[src/rtl/r_fifo_pkt_if.sv]
// AXI R-channel bundle shared by the write and read sides of r_fifo_pkt.
// The master drives the beat fields; the slave answers with RREADY.
interface r_fifo_pkt_if #(
  parameter int ID_WIDTH   = 4,
  parameter int DATA_WIDTH = 32
);
  logic [ID_WIDTH-1:0]   RID;
  logic [DATA_WIDTH-1:0] RDATA;
  logic [1:0]            RRESP;
  logic                  RLAST;
  logic                  RVALID;
  logic                  RREADY;

  modport master (
    output RID, RDATA, RRESP, RLAST, RVALID,
    input  RREADY
  );

  modport slave (
    input  RID, RDATA, RRESP, RLAST, RVALID,
    output RREADY
  );
endinterface

[src/rtl/r_fifo_pkt.sv]
// Single-clock AXI R buffer, first-word-fall-through, any depth >= 2.
// Packet mode holds beats back until a whole burst is stored.
module r_fifo_pkt #(
  parameter int ID_WIDTH    = 4,
  parameter int DATA_WIDTH  = 32,
  parameter int DEPTH       = 8,
  parameter int AF_THRESH   = 6,
  parameter int PACKET_MODE = 0,
  localparam int CNT_W      = $clog2(DEPTH + 1)
) (
  input  logic             clk,
  input  logic             nrst,
  r_fifo_pkt_if.slave      s,
  r_fifo_pkt_if.master     m,
  output logic [CNT_W-1:0] count,
  output logic [CNT_W-1:0] burst_count,
  output logic             almost_full
);

  localparam int PTR_W = (DEPTH > 2) ? $clog2(DEPTH) : 1;

  typedef struct packed {
    logic [ID_WIDTH-1:0]   id;
    logic [DATA_WIDTH-1:0] data;
    logic [1:0]            resp;
    logic                  last;
  } beat_t;

  beat_t            mem [DEPTH];
  beat_t            head;
  beat_t            wbeat;
  logic [PTR_W-1:0] wr_ptr;
  logic [PTR_W-1:0] rd_ptr;
  logic             esc;
  logic             full;
  logic             vld;
  logic             push;
  logic             pop;
  logic             push_last;
  logic             pop_last;

  function automatic logic [PTR_W-1:0] nxt(input logic [PTR_W-1:0] p);
    return (p == PTR_W'(DEPTH - 1)) ? '0 : p + 1'b1;
  endfunction

  assign full      = (count == CNT_W'(DEPTH));
  assign s.RREADY  = ~full;
  assign push      = s.RVALID & ~full;
  assign wbeat     = '{s.RID, s.RDATA, s.RRESP, s.RLAST};
  assign head      = mem[rd_ptr];

  // Packet mode only releases stored bursts, or streams once escaped.
  assign vld = (count != '0) &
               ((PACKET_MODE == 0) | (burst_count != '0) | esc);

  assign pop       = vld & m.RREADY;
  assign push_last = push & s.RLAST;
  assign pop_last  = pop & head.last;

  assign m.RVALID = vld;
  assign m.RID    = vld ? head.id   : '0;
  assign m.RDATA  = vld ? head.data : '0;
  assign m.RRESP  = vld ? head.resp : '0;
  assign m.RLAST  = vld ? head.last : 1'b0;

  assign almost_full = (count >= CNT_W'(AF_THRESH));

  always_ff @(posedge clk) begin
    if (push) mem[wr_ptr] <= wbeat;
  end

  always_ff @(posedge clk or negedge nrst) begin
    if (!nrst) begin
      wr_ptr <= '0;
      rd_ptr <= '0;
    end else begin
      if (push) wr_ptr <= nxt(wr_ptr);
      if (pop)  rd_ptr <= nxt(rd_ptr);
    end
  end

  always_ff @(posedge clk or negedge nrst) begin
    if (!nrst) begin
      count       <= '0;
      burst_count <= '0;
    end else begin
      unique case ({push, pop})
        2'b10:   count <= count + 1'b1;
        2'b01:   count <= count - 1'b1;
        default: count <= count;
      endcase
      unique case ({push_last, pop_last})
        2'b10:   burst_count <= burst_count + 1'b1;
        2'b01:   burst_count <= burst_count - 1'b1;
        default: burst_count <= burst_count;
      endcase
    end
  end

  // A full buffer with no complete burst would deadlock; stream it out.
  always_ff @(posedge clk or negedge nrst) begin
    if (!nrst) begin
      esc <= 1'b0;
    end else if ((PACKET_MODE != 0) && full && (burst_count == '0)) begin
      esc <= 1'b1;
    end else if (pop_last) begin
      esc <= 1'b0;
    end
  end

  a_cnt_max: assert property (@(posedge clk) disable iff (!nrst)
    count <= CNT_W'(DEPTH));
  a_burst_le: assert property (@(posedge clk) disable iff (!nrst)
    burst_count <= count);
  a_no_ovf: assert property (@(posedge clk) disable iff (!nrst)
    !(push && full));
  a_no_udf: assert property (@(posedge clk) disable iff (!nrst)
    !(pop && (count == '0)));

endmodule

[src/flat_wrapper.sv]
// flat-port wrapper written by rule: the top's interface ports become plain ports
module r_fifo_pkt_flat 
#(
  parameter int ID_WIDTH    = 4,
  parameter int DATA_WIDTH  = 32,
  parameter int DEPTH       = 8,
  parameter int AF_THRESH   = 6,
  parameter int PACKET_MODE = 0,
  localparam int CNT_W      = $clog2(DEPTH + 1)
)
  (clk, nrst, count, burst_count, almost_full, s_RID, s_RDATA, s_RRESP, s_RLAST, s_RVALID, s_RREADY, m_RID, m_RDATA, m_RRESP, m_RLAST, m_RVALID, m_RREADY);
  r_fifo_pkt_if #(.ID_WIDTH(ID_WIDTH), .DATA_WIDTH(DATA_WIDTH)) s_i ();
  r_fifo_pkt_if #(.ID_WIDTH(ID_WIDTH), .DATA_WIDTH(DATA_WIDTH)) m_i ();
  input  logic clk;
  input  logic nrst;
  output logic [CNT_W-1:0] count;
  output logic [CNT_W-1:0] burst_count;
  output logic almost_full;
  input wire logic [$bits(s_i.RID)-1:0] s_RID;
  input wire logic [$bits(s_i.RDATA)-1:0] s_RDATA;
  input wire logic [$bits(s_i.RRESP)-1:0] s_RRESP;
  input wire logic [$bits(s_i.RLAST)-1:0] s_RLAST;
  input wire logic [$bits(s_i.RVALID)-1:0] s_RVALID;
  output wire logic [$bits(s_i.RREADY)-1:0] s_RREADY;
  output wire logic [$bits(m_i.RID)-1:0] m_RID;
  output wire logic [$bits(m_i.RDATA)-1:0] m_RDATA;
  output wire logic [$bits(m_i.RRESP)-1:0] m_RRESP;
  output wire logic [$bits(m_i.RLAST)-1:0] m_RLAST;
  output wire logic [$bits(m_i.RVALID)-1:0] m_RVALID;
  input wire logic [$bits(m_i.RREADY)-1:0] m_RREADY;
  assign s_i.RID = s_RID;
  assign s_i.RDATA = s_RDATA;
  assign s_i.RRESP = s_RRESP;
  assign s_i.RLAST = s_RLAST;
  assign s_i.RVALID = s_RVALID;
  assign s_RREADY = s_i.RREADY;
  assign m_RID = m_i.RID;
  assign m_RDATA = m_i.RDATA;
  assign m_RRESP = m_i.RRESP;
  assign m_RLAST = m_i.RLAST;
  assign m_RVALID = m_i.RVALID;
  assign m_i.RREADY = m_RREADY;
  r_fifo_pkt #(.ID_WIDTH(ID_WIDTH), .DATA_WIDTH(DATA_WIDTH), .DEPTH(DEPTH), .AF_THRESH(AF_THRESH), .PACKET_MODE(PACKET_MODE)) u_core (.clk(clk), .nrst(nrst), .s(s_i), .m(m_i), .count(count), .burst_count(burst_count), .almost_full(almost_full));
endmodule
[config.mk]
export PLATFORM = sky130hd
export DESIGN_NAME = r_fifo_pkt_flat
export DESIGN_NICKNAME = d
export VERILOG_FILES = /design/src/rtl/r_fifo_pkt_if.sv /design/src/rtl/r_fifo_pkt.sv /design/src/flat_wrapper.sv
export SDC_FILE = /design/constraint.sdc
export NUM_CORES = 1
export LEC_CHECK = 0
export BUFFER_PORTS_ARGS = -buffer_cell sky130_fd_sc_hd__buf_2
export CORE_AREA = 8 8 139 239
export CTS_BUF_LIST = sky130_fd_sc_hd__clkbuf_8
export DETAILED_ROUTE_END_ITERATION = 7
export DIE_AREA = 0 0 147 247
export GPL_TIMING_DRIVEN = 0
export PLACE_DENSITY = 0.58
export SKIP_CTS_REPAIR_TIMING = 1
export SLEW_MARGIN = 20
export SYNTH_ARGS = -nofsm -noshare
export SYNTH_HDL_FRONTEND = slang
export SYNTH_SLANG_ARGS = --single-unit
[constraint.sdc]
create_clock -name clk -period 7 [get_ports clk]
set_input_delay 0.35 -clock clk [delete_from_list [all_inputs] [get_ports clk]]
set_output_delay 0.35 -clock clk [all_outputs]
set_load 0.02 [all_outputs]
==> run_results.csv <==
group,metric,value,unit
logic_synthesis,synth_top_cells_by_count,"edfxtp_1, mux4_2, nor2_1, mux2i_1, dfrtp_1",
floorplan,die_y,247,um
cts,clock_path_buffers,3,
sta,fin_crit_sh,43.5,%
power_and_ir_drop,power_leakage,5.23,nW
power_and_ir_drop,p_per_area,416,nW/um2
place,port_buffers,92,
cts,cts_inserted_buffers,47,
global_route,grt_max_degree,20,
sta,fin_worst_skew,20.4,ps
cts,cts.sinks,326,
logic_synthesis,yosysSeqAreaShare,76.5,%
detailed_routing,drt_iter0_markers,444,
logic_synthesis,synth-warning-count,0,
cts,cts_tree,"built",
logic_synthesis,synth_most_common_cell,"edfxtp_1",
global_route,grt_pass1_wl,41900,um
logic_synthesis,synthFlopType,"edfxtp_1",
cells_and_area,final_area,15000,um2
sta,setup_violations,0,
global_route,grt-ovfl-total,0,
detailed_routing,viasPerCell,5.30,
sta,worst_pin_slew,998,ps
sta,setup_ws,3950,ps
place,pre_cts_ws,4020,ps
logic_synthesis,synthesis.instances,585,
floorplan,ios,93,
logic_synthesis,yosys.cell_types.count,34,
worst_hold_path,min_path_type,"in2reg",
logic_synthesis,ys_ff_latch,326,
outcome,run_status,"completed",
global_route,antenna_found_initial,4,
floorplan,die_area,36300,um2
worst_setup_path,crit_path_end_kind,"output port",
sta,period_needed,3050,ps
place,hpwl,18800,um
cts,insertion_delay,570,ps
floorplan,coreArea,29800,um2
cts,htree_levels,2,
worst_setup_path,worst_setup_path_start_kind,"flip-flop",
cells_and_area,area_growth_syn_to_layout,17.7,%
worst_setup_path,cp.arrival,2700,ps
power_and_ir_drop,ir_worst_vdd,0.177,mV
sta,slew_viol_final,0,
logic_synthesis,synth_area,12700,um2
sta,slew_headroom,33.5,%
floorplan,die_w,147,um
sta,rsz0062_at_grt,"no",
floorplan,rows,84,
detailed_routing,dr.pass1.iters,4,
cts,clk_pin_slew,80,ps
place,dpl-instance-area,14100,um2
detailed_routing,drc,0,
global_route,grt_pass1_vias,7019,
logic_synthesis,synth_edf_count,312,
logic_synthesis,synthArstFlopShare,4.29,%
run,cap_viol_max_count,0,
global_route,grt.total_usage,15.6,%
detailed_routing,vias,6297,
logic_synthesis,yosysTopAreaCellShare,73.7,%
cells_and_area,nets,819,
worst_setup_path,critPathMaxFanout,10,
detailed_routing,postRouteWirelength,27700,um
place,place.gp.congestion,0.702,
logic_synthesis,synthTopCellsByArea,"edfxtp_1, mux4_2, mux2i_1",
detailed_routing,drtAntennaViolNets,0,
detailed_routing,wire_per_inst,23.3,um
worst_setup_path,required,6650,ps
logic_synthesis,yosys.area.top_type,"edfxtp_1",
cts,cts_root_buf,"clkbuf_8",
cells_and_area,layout-drive-gt1-share,37.5,%
worst_setup_path,critPathKind,"reg2out",
sta,fmax,0.328,GHz
floorplan,initial_core_util,42.6,%
sta,final-hold-violation-count,0,
logic_synthesis,synthesis.nets,638,
logic_synthesis,syn_avg_cell_area,21.7,um2
cell type report:
class,instances,area [um2]
plain buffers,28,133
clock buffers,47,647
flip-flops and latches,326,9720
fillers,2498,14900
repair buffers,132,898
clock inverters,34,169
well taps,387,484
inverters,3,23.8
diodes,2,5.00
multi-input cells,228,2890
worst paths after layout:
check | startpoint | endpoint | slack [ps] | depth (start not counted)
worst max-delay path | u_core.count[2] | m_RDATA[4] | 3950 | 4
worst min-delay path | s_RDATA[7] | u_core.mem[4][10] | 50 | 1
worst max register to register | u_core.rd_ptr[2] | u_core.burst_count[2] | 4020 | 11
worst min register to register | u_core.burst_count[3] | u_core.burst_count[3] | 460 | 1
max in group asynchronous | nrst | u_core.count[1] | 6500 | 2
min in group asynchronous | nrst | u_core.count[2] | 220 | 2
flip-flops by register name, indices dropped and copies added (netlist names):
name                flops
u_core.burst_count      4
u_core.count            4
u_core.mem            312
u_core.rd_ptr           3
u_core.wr_ptr           3
report_power, final:
group / internal, W / switching [W] / leakage, nW
Combinational: 0.000971 / 0.00134 / 1.75
Sequential: 0.00245 / 0.000109 / 3.00
Clock: 0.000662 / 0.000687 / 0.476
Total: 0.00408 / 0.00214 / 5.23
critical path, cell delays in order, from the launching register on:
cell      delay [ps]
dfrtp_1          470
nor4_2           620
clkbuf_1         620
nor2_1           200
buf_2            220
cell usage in the layout, fill, tap and decap left out, types with 3 or more instances in the layout:
cell      count
a21o_1        3
a21oi_1       4
buf_16        4
buf_2       111
buf_4        16
buf_6        13
clkbuf_1     11
clkbuf_8     47
clkinv_1      9
clkinv_2      9
dfrtp_1      14
edfxtp_1    312
ha_1         10
inv_1        14
mux2i_1      40
mux4_2       78
nand2_1       9
nand2b_1      5
nor2_1       42
nor2_4        3
nor3_2        5
xor2_1        8
routing by layer:
layer  global-route usage [%]  up-vias  part of all wire [%]
met5                        0        -                 0.083
met4                     6.27        4                   2.2
met3                     3.20       43                   4.9
met2                     28.6      166                    55
met1                     17.3     3325                    38
li1                         -     2759                     -
logic make-up after synthesis:
kind of cell	synth area share, %
adders and majority gates	0.984
buffers and inverters	1.23
muxes	17.2
DFF	76.5
xor gates and xnor gates	0.689
and+or+nand+nor	2.83
AOI/OAI and AO/OA	0.571
through the flow:
step                      hold WS (ps)  power [W]  utilization [%]  cells  TNS [ps]
after floorplan                   54.4    0.00413                -    585         0
after global placement             268    0.00486             45.8   1064   -137840
after detailed placement           281    0.00498             47.4   1103         0
after CTS                         -338    0.00634             50.1   1184         0
after global routing              24.2    0.00654             50.1   1187         0
final                             51.3    0.00622             50.1   1187         0
(Power assumes the default switching activity.)
